**src/rtl/cy_stream_rr_arbiter_pkg.sv**
```systemverilog
// cy_stream_rr_arbiter_pkg: shared state type and width helper for the stream round-robin arbiter
package cy_stream_rr_arbiter_pkg;
    typedef enum logic {IDLE, LOCKED} arb_state_e;
    function automatic int clog2_min1(input int n);
        int r;
        r = 0;
        while ((1 << r) < n) r++;
        return (r == 0) ? 1 : r;
    endfunction
endpackage

```
**src/rtl/cy_stream_rr_arbiter_if.sv**
```systemverilog
// cy_stream_rr_arbiter_if: N upstream requester lanes plus the merged downstream stream
interface cy_stream_rr_arbiter_if
    import cy_stream_rr_arbiter_pkg::*;
#(
    parameter int N  = 4,
    parameter int DW = 8,
    parameter int IW = clog2_min1(N)
);
    logic [N-1:0]    i_valid;
    logic [N*DW-1:0] i_data;
    logic [N-1:0]    i_last;
    logic [N-1:0]    o_ready;
    logic            o_valid;
    logic            i_ready;
    logic [DW-1:0]   o_data;
    logic            o_last;
    logic [IW-1:0]   o_src;
    logic            o_busy;
    modport slave (
        input  i_valid, i_data, i_last, i_ready,
        output o_ready, o_valid, o_data, o_last, o_src, o_busy
    );
    modport master (
        output i_valid, i_data, i_last, i_ready,
        input  o_ready, o_valid, o_data, o_last, o_src, o_busy
    );
endinterface

```
**src/rtl/cy_stream_rr_arbiter_skidbuffer.sv**
```systemverilog
// cy_skidbuffer: two-entry skid buffer with registered output and full throughput
module cy_skidbuffer #(
    parameter int W = 8
) (
    input  logic         i_clk,
    input  logic         i_reset_n,
    input  logic         s_valid,
    output logic         s_ready,
    input  logic [W-1:0] s_data,
    output logic         m_valid,
    input  logic         m_ready,
    output logic [W-1:0] m_data
);
    logic         skid_valid;
    logic [W-1:0] skid_data;
    assign s_ready = ~skid_valid;
    // Output refills from the skid entry first to keep order; a stalled output parks the incoming beat in the skid entry
    always_ff @(posedge i_clk or negedge i_reset_n) begin
        if (!i_reset_n) begin
            m_valid    <= 1'b0;
            m_data     <= '0;
            skid_valid <= 1'b0;
            skid_data  <= '0;
        end else if (m_ready || !m_valid) begin
            m_valid    <= skid_valid || s_valid;
            m_data     <= skid_valid ? skid_data : (s_valid ? s_data : m_data);
            skid_valid <= 1'b0;
        end else if (s_valid && !skid_valid) begin
            skid_valid <= 1'b1;
            skid_data  <= s_data;
        end
    end
endmodule

```
**src/rtl/cy_stream_rr_arbiter.sv**
```systemverilog
// cy_stream_rr_arbiter: packet-locked round-robin merge of N valid/ready streams into one registered stream
module cy_stream_rr_arbiter
    import cy_stream_rr_arbiter_pkg::*;
#(
    parameter int N    = 4,
    parameter int DW   = 8,
    parameter bit LOCK = 1'b1
) (
    input logic                   i_clk,
    input logic                   i_reset_n,
    cy_stream_rr_arbiter_if.slave bus
);
    localparam int IW = clog2_min1(N);
    localparam int W  = DW + 1 + IW;
    arb_state_e    state, state_nxt;
    logic [IW-1:0] grant, grant_nxt, rr_ptr, rr_ptr_nxt;
    logic          skid_ready, beat_valid, accept, out_valid;
    logic [W-1:0]  beat, out_beat;

    function automatic logic [IW-1:0] rr_pick(input logic [N-1:0] v, input logic [IW-1:0] p);
        logic [IW-1:0] w;
        int j;
        w = p;
        for (int k = N - 1; k >= 0; k--) begin
            j = (int'(p) + k) % N;
            if (v[j]) w = IW'(j);
        end
        return w;
    endfunction

    assign beat_valid  = (state == LOCKED) && bus.i_valid[grant];
    assign accept      = beat_valid && skid_ready;
    assign beat        = {bus.i_last[grant], grant, bus.i_data[int'(grant)*DW +: DW]};
    assign bus.o_ready = (state == LOCKED && skid_ready) ? (N'(1) << grant) : '0;
    assign bus.o_busy  = (state == LOCKED);
    assign bus.o_valid = out_valid;
    assign {bus.o_last, bus.o_src, bus.o_data} = out_beat;

    // Arbitrate while idle; release the grant and advance the pointer on the closing beat of a packet
    always_comb begin
        state_nxt  = state;
        grant_nxt  = grant;
        rr_ptr_nxt = rr_ptr;
        if (state == IDLE && |bus.i_valid) begin
            state_nxt = LOCKED;
            grant_nxt = rr_pick(bus.i_valid, rr_ptr);
        end else if (accept && (bus.i_last[grant] || !LOCK)) begin
            state_nxt  = IDLE;
            rr_ptr_nxt = (grant == IW'(N - 1)) ? '0 : grant + 1'b1;
        end
    end

    // Arbiter state; asynchronous clear abandons any partially granted packet
    always_ff @(posedge i_clk or negedge i_reset_n) begin
        if (!i_reset_n) begin
            state  <= IDLE;
            grant  <= '0;
            rr_ptr <= '0;
        end else begin
            state  <= state_nxt;
            grant  <= grant_nxt;
            rr_ptr <= rr_ptr_nxt;
        end
    end

    cy_skidbuffer #(.W(W)) u_skid (
        .i_clk     (i_clk),
        .i_reset_n (i_reset_n),
        .s_valid   (beat_valid),
        .s_ready   (skid_ready),
        .s_data    (beat),
        .m_valid   (out_valid),
        .m_ready   (bus.i_ready),
        .m_data    (out_beat)
    );
endmodule

```
**src/flat_wrapper.sv**
```systemverilog
// flat-port wrapper written by rule: the top's interface ports become plain ports
module cy_stream_rr_arbiter_flat import cy_stream_rr_arbiter_pkg::*;
#(
    parameter int N    = 4,
    parameter int DW   = 8,
    parameter bit LOCK = 1'b1
)
  (i_clk, i_reset_n, bus_i_valid, bus_i_data, bus_i_last, bus_i_ready, bus_o_ready, bus_o_valid, bus_o_data, bus_o_last, bus_o_src, bus_o_busy);
  cy_stream_rr_arbiter_if #(.N(N), .DW(DW)) bus_i ();
  input logic i_clk;
  input logic i_reset_n;
  input wire logic [$bits(bus_i.i_valid)-1:0] bus_i_valid;
  input wire logic [$bits(bus_i.i_data)-1:0] bus_i_data;
  input wire logic [$bits(bus_i.i_last)-1:0] bus_i_last;
  input wire logic [$bits(bus_i.i_ready)-1:0] bus_i_ready;
  output wire logic [$bits(bus_i.o_ready)-1:0] bus_o_ready;
  output wire logic [$bits(bus_i.o_valid)-1:0] bus_o_valid;
  output wire logic [$bits(bus_i.o_data)-1:0] bus_o_data;
  output wire logic [$bits(bus_i.o_last)-1:0] bus_o_last;
  output wire logic [$bits(bus_i.o_src)-1:0] bus_o_src;
  output wire logic [$bits(bus_i.o_busy)-1:0] bus_o_busy;
  assign bus_i.i_valid = bus_i_valid;
  assign bus_i.i_data = bus_i_data;
  assign bus_i.i_last = bus_i_last;
  assign bus_i.i_ready = bus_i_ready;
  assign bus_o_ready = bus_i.o_ready;
  assign bus_o_valid = bus_i.o_valid;
  assign bus_o_data = bus_i.o_data;
  assign bus_o_last = bus_i.o_last;
  assign bus_o_src = bus_i.o_src;
  assign bus_o_busy = bus_i.o_busy;
  cy_stream_rr_arbiter #(.N(N), .DW(DW), .LOCK(LOCK)) u_core (.i_clk(i_clk), .i_reset_n(i_reset_n), .bus(bus_i));
endmodule
```
**config.mk**
```make
export PLATFORM = sky130hd
export DESIGN_NAME = cy_stream_rr_arbiter_flat
export DESIGN_NICKNAME = d
export VERILOG_FILES = /design/src/rtl/cy_stream_rr_arbiter_pkg.sv /design/src/rtl/cy_stream_rr_arbiter_if.sv /design/src/rtl/cy_stream_rr_arbiter_skidbuffer.sv /design/src/rtl/cy_stream_rr_arbiter.sv /design/src/flat_wrapper.sv
export SDC_FILE = /design/constraint.sdc
export NUM_CORES = 1
export LEC_CHECK = 0
export ABC_AREA = 1
export CORE_AREA = 4 4 72 74
export CTS_CLUSTER_DIAMETER = 100
export DETAILED_ROUTE_END_ITERATION = 10
export DIE_AREA = 0 0 76 78
export GPL_TIMING_DRIVEN = 1
export PLACE_DENSITY = 0.71
export SYNTH_ARGS = -nofsm -noshare
export SYNTH_HDL_FRONTEND = slang
export SYNTH_SLANG_ARGS = --single-unit
```
**constraint.sdc**
```tcl
create_clock -name i_clk -period 2.5 [get_ports i_clk]
set_input_delay 0.25 -clock i_clk [delete_from_list [all_inputs] [get_ports i_clk]]
set_output_delay 0.25 -clock i_clk [all_outputs]
set_load 0.02 [all_outputs]
```
==> results of run 1 <==
==> state kept, by name, indices dropped and copies added, names as in the netlist <==
signal / count
u_core.u_skid.m_valid: 1
u_core.u_skid.m_data: 11
u_core.rr_ptr: 2
u_core.bus.o_busy: 1
u_core.u_skid.skid_valid: 1
u_core.u_skid.skid_data: 11
u_core.grant: 2
==> cell families after synthesis <==
group	Yosys count	synth area share
simple gates	123	0.281
compound gates	62	0.179
buf+inv	43	0.111
flops	29	0.401
fa+ha+maj	4	0.0277
==> per-layer routing <==
layer	up-vias	share of wire
met5	-	0
met4	0	0.013
met3	6	0.048
met2	49	0.49
met1	829	0.45
li1	954	-
==> cell usage after synthesis <==
master	instances	area share
nand2_1	76	0.16
o21ai_0	39	0.11
dfrtp_1	29	0.40
inv_1	26	0.054
nor2_1	26	0.054
nand3_1	17	0.047
o21ai_1	12	0.033
o22ai_1	8	0.028
buf_4	5	0.021
clkbuf_1	4	0.0083
ha_1	4	0.028
inv_2	4	0.0083
buf_6	2	0.012
a21oi_1	1	0.0028
a31oi_1	1	0.0035
buf_2	1	0.0028
clkinv_4	1	0.0048
nand2_2	1	0.0035
nor2_2	1	0.0035
nor2_4	1	0.0062
nor3_4	1	0.0090
o21a_1	1	0.0042
==> cell type report <==
class / count / area share
Clock buffer: 7 / 0.0381
Clock inverter: 1 / 0.00198
Inverter: 31 / 0.0480
Multi-Input combinational cell: 189 / 0.349
Sequential cell: 29 / 0.287
Tap cell: 54 / 0.0267
Timing Repair Buffer: 64 / 0.249
==> through the flow <==
| step | hold WS (ps) | total power, mW | utilization |
|---|---|---|---|
| finish | 357 | 3.16 | 0.549 |
| global route | 402 | 3.50 | 0.549 |
| CTS | 377 | 3.20 | 0.549 |
| detailed placement | 471 | 2.76 | 0.527 |
| global placement | 469 | 2.74 | 0.527 |
| floorplan | -45.6 | 2.18 | - |
==> report_power, final <==
part           internal [mW]  switching (mW)  total [mW]
Clock                  0.248           0.171       0.419
Sequential             0.706           0.197       0.903
Combinational          0.741            1.10        1.84
==> cells in the final DEF (no fill, tap or decap) <==
cell type,n
o21ai_1,12
ha_1,4
dfrtp_1,29
clkinv_4,1
inv_2,4
o21a_1,1
inv_1,26
nor3_4,1
a21oi_1,1
nor2_4,1
clkdlybuf4s50_1,59
clkinv_2,1
nor2_1,26
nand2_2,1
nand2_1,76
nor2_2,1
o21ai_0,39
buf_4,5
o22ai_1,8
clkbuf_8,7
nand3_1,17
a31oi_1,1
==> worst min-delay path by stage <==
stage | slack, ps | end | cells past startpoint | startpoint
after floorplan | -50 | u_core.bus.o_busy | 0 | i_reset_n
after global placement | 470 | u_core.u_skid.skid_data[10] | 2 | u_core.u_skid.skid_data[10]
after detailed placement | 470 | u_core.u_skid.skid_data[10] | 2 | u_core.u_skid.skid_data[10]
after CTS | 380 | u_core.rr_ptr[1] | 2 | i_reset_n
after global routing | 400 | u_core.u_skid.m_data[5] | 2 | i_reset_n
final | 360 | u_core.u_skid.m_data[5] | 2 | i_reset_n
==> run summary, run 1 <==
================================================================================
Iter 0 DRT Violations .............................................          177
Post-Place Worst Slack ............................................       573 ps
Mapped Cells ......................................................          261
Placed cells ......................................................          367
Reg2reg setup slack ...............................................       680 ps
Clock Tree Root ...................................................     clkbuf_8
Global-route congestion overflow total ............................            0
Final wirelength ..................................................      4.79 mm
DP HPWL ...........................................................      3.62 mm
Final worst path period share .....................................        0.891
Maximum number of pins on one net before global-route repair ......           30
Count of different cell masters after synthesis ...................           22
Worst relative slew slack .........................................        0.615
Final std cells w/o fill ..........................................          375
Residual antenna-violating net count after detailed routing .......            0
Total of flip-flops plus latches after synthesis ..................           29
GRT Util Overall ..................................................        0.174
Global-route wire length before repair ............................      8.44 mm
DRC errors left ...................................................            0
Total number of vias ..............................................         1838
Cell type group with the largest total delay on the critical path . buffers and inverters
Hold crit path type ...............................................  in -> async
Ant diodes ........................................................            0
Setup repair bufs after CTS .......................................            0
Number of placement rows ..........................................           25
Final critical-path setup slack ...................................       274 ps
Max Clk Rate ......................................................    0.449 GHz
Static Leakage ....................................................      1.17 nW
Startpoint Class ..................................................    flip-flop
Clock slew at reported path FFs ...................................        60 ps
Cts hold-fix bufs .................................................            0
I/O pins ..........................................................           60
M2 GR Usage .......................................................        0.289
Crit path max fanout ..............................................           14
Final worst path period need ......................................      2230 ps
Category of the worst setup path capture point ....................  output port
Slowest library cell on the worst path ............................ clkdlybuf4s50_1
Worst path buffer plus inverter count .............................            3
Slowest Stage Delay on Critical Path ..............................       620 ps
Startpoint of the lowest-slack register-to-register path .......... u_core.grant[1]
Die H .............................................................        78 um
Die W .............................................................        76 um
Count of cell instances traversed by the critical path ............            5
Crit. Startpoint .................................................. u_core.grant[1]
Crit path top cell by count .......................................        inv_1
Data required time of the worst path ..............................      2250 ps
Arrival time at the worst endpoint ................................      1980 ps
Endpoint of the lowest-slack register-to-register path ............ u_core.u_skid.skid_data[4]
Run status ........................................................ finished clean
IR Drop Worst-Case VDD ............................................     0.569 mV
Worst setup path end .............................................. bus_o_ready[1]
CTS H-Tree Depth ..................................................            2
Die area ..........................................................     5930 um2
Placed cell areas .................................................     2420 um2
Maximum buffer depth of the clock tree ............................            2
Core Region .......................................................     4600 um2
Fraction of final layout cells sized beyond drive strength 1 ......       0.0685
Number of vias per cell ...........................................         4.90
Fraction of the yosys area taken by sequential cells ..............        0.401
Total of cells resized after clock tree synthesis .................            0
Clk sinks .........................................................           29
Worst slew pin tran ...............................................       577 ps
Critical path type ................................................   reg -> out
Maxcap violations .................................................            0
RSZ-0062 raised after global routing ..............................           no
Net count, final ..................................................          367
Final weighted congestion in routability-driven placement .........        0.812
Warning count from the yosys run ..................................            0
Setup-failing EPs final ...........................................            0
Crit path cell chain .............................................. inv_1, ha_1, inv_1, nor2_1, clkdlybuf4s50_1
Number of buffers created by CTS ..................................            5
Pwr dens ..........................................................  1250 nW/um2
Max-slew violation count ..........................................            0
Initial antenna violation count ...................................            0
Clock latency reported for the late side of the worst-skew pair ...       270 ps
Starting density of the core ......................................        0.393
Met3 track demand over resource ...................................       0.0418
GRT met1 Usage ....................................................        0.216
Final sum of negative setup slack .................................         0 ps
Quantity of I/O buffers inserted on ports .........................           59
Post-synthesis to final-layout area growth ........................        39.6%
Syn Nets ..........................................................          308
Total standard cell area after synthesis ..........................     1810 um2
Routed length per placed instance .................................      12.8 um
Depth of the most critical reg-to-reg path ........................            7
TritonCTS clock tree ..............................................         done
Design Area, Final ................................................     2530 um2
Sequential cell area ..............................................      726 um2
Total iterations of the first detailed-routing run ................            4
Highest-utilization routing layer at the global route stage .......         met2
Avg Synthesized Cell Area .........................................     6.93 um2
Number of fill cells ..............................................          440
Fin. Hold Viols ...................................................            0
Maximum clock skew at final layout ................................      1.14 ps
Number of global-route vias before repair .........................         1818
Area of the multi-input gates .....................................      882 um2
================================================================================
Power figures use the tool's default switching activity.
==> run 2: changes to the inputs <==
- clock period: 2.5 -> 2.05 ns (I/O delays scaled with it)
==> run summary, run 2 (synthesized netlist as in run 1, its figures left out) <==
==============================================================================
IR Drop Worst-Case VDD ..........................................     0.735 mV   was 0.569 mV
Global-route wire length before repair ..........................      8.38 mm   was 8.44 mm
Global-route congestion overflow total ..........................            0   unchanged
RSZ-0062 raised after global routing ............................           no   unchanged
Switching portion of total power ................................        0.466   was 0.464
Max Clk Rate ....................................................    0.551 GHz
Setup repair bufs after CTS .....................................            0   unchanged
Met3 track demand over resource .................................       0.0557   was 0.0418
Worst relative slew slack .......................................        0.761   was 0.615
I/O pins ........................................................           60   unchanged
Clock latency reported for the late side of the worst-skew pair .       270 ps   about the same
CTS H-Tree Depth ................................................            2   unchanged
Die H ...........................................................        78 um   unchanged
Run status ...................................................... finished clean   unchanged
Iter 0 DRT Violations ...........................................          105   was 177
Endpoint of the lowest-slack register-to-register path .......... u_core.u_skid.m_data[0]   was u_core.u_skid.skid_data[4]
Die area ........................................................     5930 um2   unchanged
Maxcap violations ...............................................            0   unchanged
Arrival time at the worst endpoint ..............................      1610 ps   was 1980 ps
Post-Place Worst Slack ..........................................       224 ps   was 573 ps
Startpoint Class ................................................    flip-flop   unchanged
GRT Util Overall ................................................        0.172   was 0.174
Total iterations of the first detailed-routing run ..............            4   unchanged
Pwr dens ........................................................  1510 nW/um2   was 1250 nW/um2
Hold crit path type .............................................  in -> async   unchanged
Final wirelength ................................................      4.82 mm   was 4.79 mm
Critical path type ..............................................   reg -> out   unchanged
Setup-failing EPs final .........................................            0   unchanged
Maximum buffer depth of the clock tree ..........................            2   unchanged
TritonCTS clock tree ............................................         done   unchanged
Clock slew at reported path FFs .................................        60 ps   about the same
Category of the worst setup path capture point ..................  output port   unchanged
Reg2reg setup slack .............................................       290 ps   was 680 ps
Maximum number of pins on one net before global-route repair ....           30   unchanged
Residual antenna-violating net count after detailed routing .....            0   unchanged
Depth of the most critical reg-to-reg path ......................           11   was 7
Sequential fraction of design power .............................        0.275   was 0.285
Maximum clock skew at final layout ..............................      4.49 ps   was 1.14 ps
Initial antenna violation count .................................            0   unchanged
Starting density of the core ....................................        0.393   unchanged
Routed length per placed instance ...............................      12.7 um   was 12.8 um
Total power after layout ........................................      3.83 mW   was 3.16 mW
Fraction of final layout cells sized beyond drive strength 1 ....       0.0736   was 0.0685
Number of buffers created by CTS ................................            5   unchanged
Startpoint of the lowest-slack register-to-register path ........ u_core.grant[0]   was u_core.grant[1]
Core Region .....................................................     4600 um2   unchanged
Final sum of negative setup slack ...............................         0 ps   unchanged
Crit path max fanout ............................................            7   was 14
Clock Tree Root .................................................     clkbuf_8   unchanged
Final critical-path setup slack .................................       235 ps   was 274 ps
GRT met1 Usage ..................................................        0.222   was 0.216
Post-synthesis to final-layout area growth ......................        40.5%   was 39.6%
Static Leakage ..................................................      1.21 nW   was 1.17 nW
Most frequent cells in the layout ............................... nand2_1, clkdlybuf4s50_1, o21ai_0   unchanged
DRC errors left .................................................            0   unchanged
Number of global-route vias before repair .......................         1818   unchanged
Total number of vias ............................................         1869   was 1838
Net switching power figure ......................................      1.78 mW   was 1.47 mW
Final worst path period share ...................................        0.885
Die W ...........................................................        76 um   unchanged
Clk sinks .......................................................           29   unchanged
Quantity of I/O buffers inserted on ports .......................           59   unchanged
DP HPWL .........................................................      3.76 mm   was 3.62 mm
Clock network power share .......................................        0.113   was 0.133
Fin. Hold Viols .................................................            0   unchanged
Most common library cell in the layout ignoring fill and taps ...      nand2_1   unchanged
Ant diodes ......................................................            0   unchanged
Net count, final ................................................          372   was 367
Worst slew pin tran .............................................       358 ps   was 577 ps
Number of placement rows ........................................           25   unchanged
Final worst path period need ....................................      1810 ps
Highest-utilization routing layer at the global route stage .....         met2   unchanged
M2 GR Usage .....................................................        0.277   was 0.289
Number of vias per cell .........................................         4.92   was 4.90
Max-slew violation count ........................................            0   unchanged
Power share of the combinational group ..........................        0.612   was 0.582
Final weighted congestion in routability-driven placement .......        0.863   was 0.812
Data required time of the worst path ............................      1850 ps   was 2250 ps
Biggest regs .................................................... u_core.u_skid.m_data: 11 flops, u_core.u_skid.skid_data: 11 flops   unchanged
P_int ...........................................................      2.04 mW   was 1.69 mW
==============================================================================
[run 2: cell count changes in the layout (fill, tap and decap cells not counted), sizes merged]
cell,previous run,this run
dlymetal6s2s,0,1
dlygate4sd2,0,3
clkbuf,7,8
clkinv,2,1
buf,5,10
clkdlybuf4s50,59,55
[run 2: cell type report]
cell class	instances	area, um2
repair buffers	69	664
inverters	31	121
clock buffers	8	80.1
flip-flops and latches	29	726
multi-input cells	189	882
fillers	476	2060
well taps	54	67.6
[run 2: power groups by stage]
stage | Clock, mW | Combinational (mW) | Sequential [mW]
2_1_floorplan | 0 | 1.51 | 1.15
3_3_place_gp | 0 | 2.35 | 1.05
3_5_place_dp | 0 | 2.38 | 1.06
4_1_cts | 0.451 | 2.37 | 1.05
5_1_grt | 0.485 | 2.65 | 1.09
6_report | 0.431 | 2.34 | 1.05
[run 2: worst max-delay path by stage]
stage	start	end	slack, ps
after floorplan	u_core.grant[1]	bus_o_ready[0]	590
after global placement	u_core.grant[1]	bus_o_ready[0]	280
after detailed placement	u_core.grant[1]	bus_o_ready[0]	220
after CTS	u_core.grant[0]	bus_o_ready[2]	40
after global routing	u_core.grant[1]	u_core.u_skid.m_data[6]	90
final	u_core.grant[1]	bus_o_ready[0]	240
[run 2: critical path, stage by stage (launching register included)]
cell           delay [ps]
dfrtp_1               440
inv_1                 200
ha_1                  180
inv_1                  40
nor2_1                130
dlygate4sd2_1         350
[run 2: through the flow]
step / instances / area [um2] / utilization / hold slack [ps]
2_1_floorplan: 261 / 1810 / - / -90.6
3_3_place_gp: 372 / 2460 / 0.536 / 471
3_5_place_dp: 372 / 2460 / 0.536 / 473
4_1_cts: 380 / 2540 / 0.552 / 322
5_1_grt: 380 / 2540 / 0.553 / 343
6_report: 380 / 2540 / 0.553 / 312
[run 2: timing repair]
action,in CTS,in global routing
gates resized for setup,3,1
setup endpoints to repair,3,1
pin swaps,0,0
hold buffers,0,0
[run 2: layer usage]
metal	wire length, um	vias up
li1	-	964
met1	2190	848
met2	2310	50
met3	270	7
met4	42	0
met5	0	-
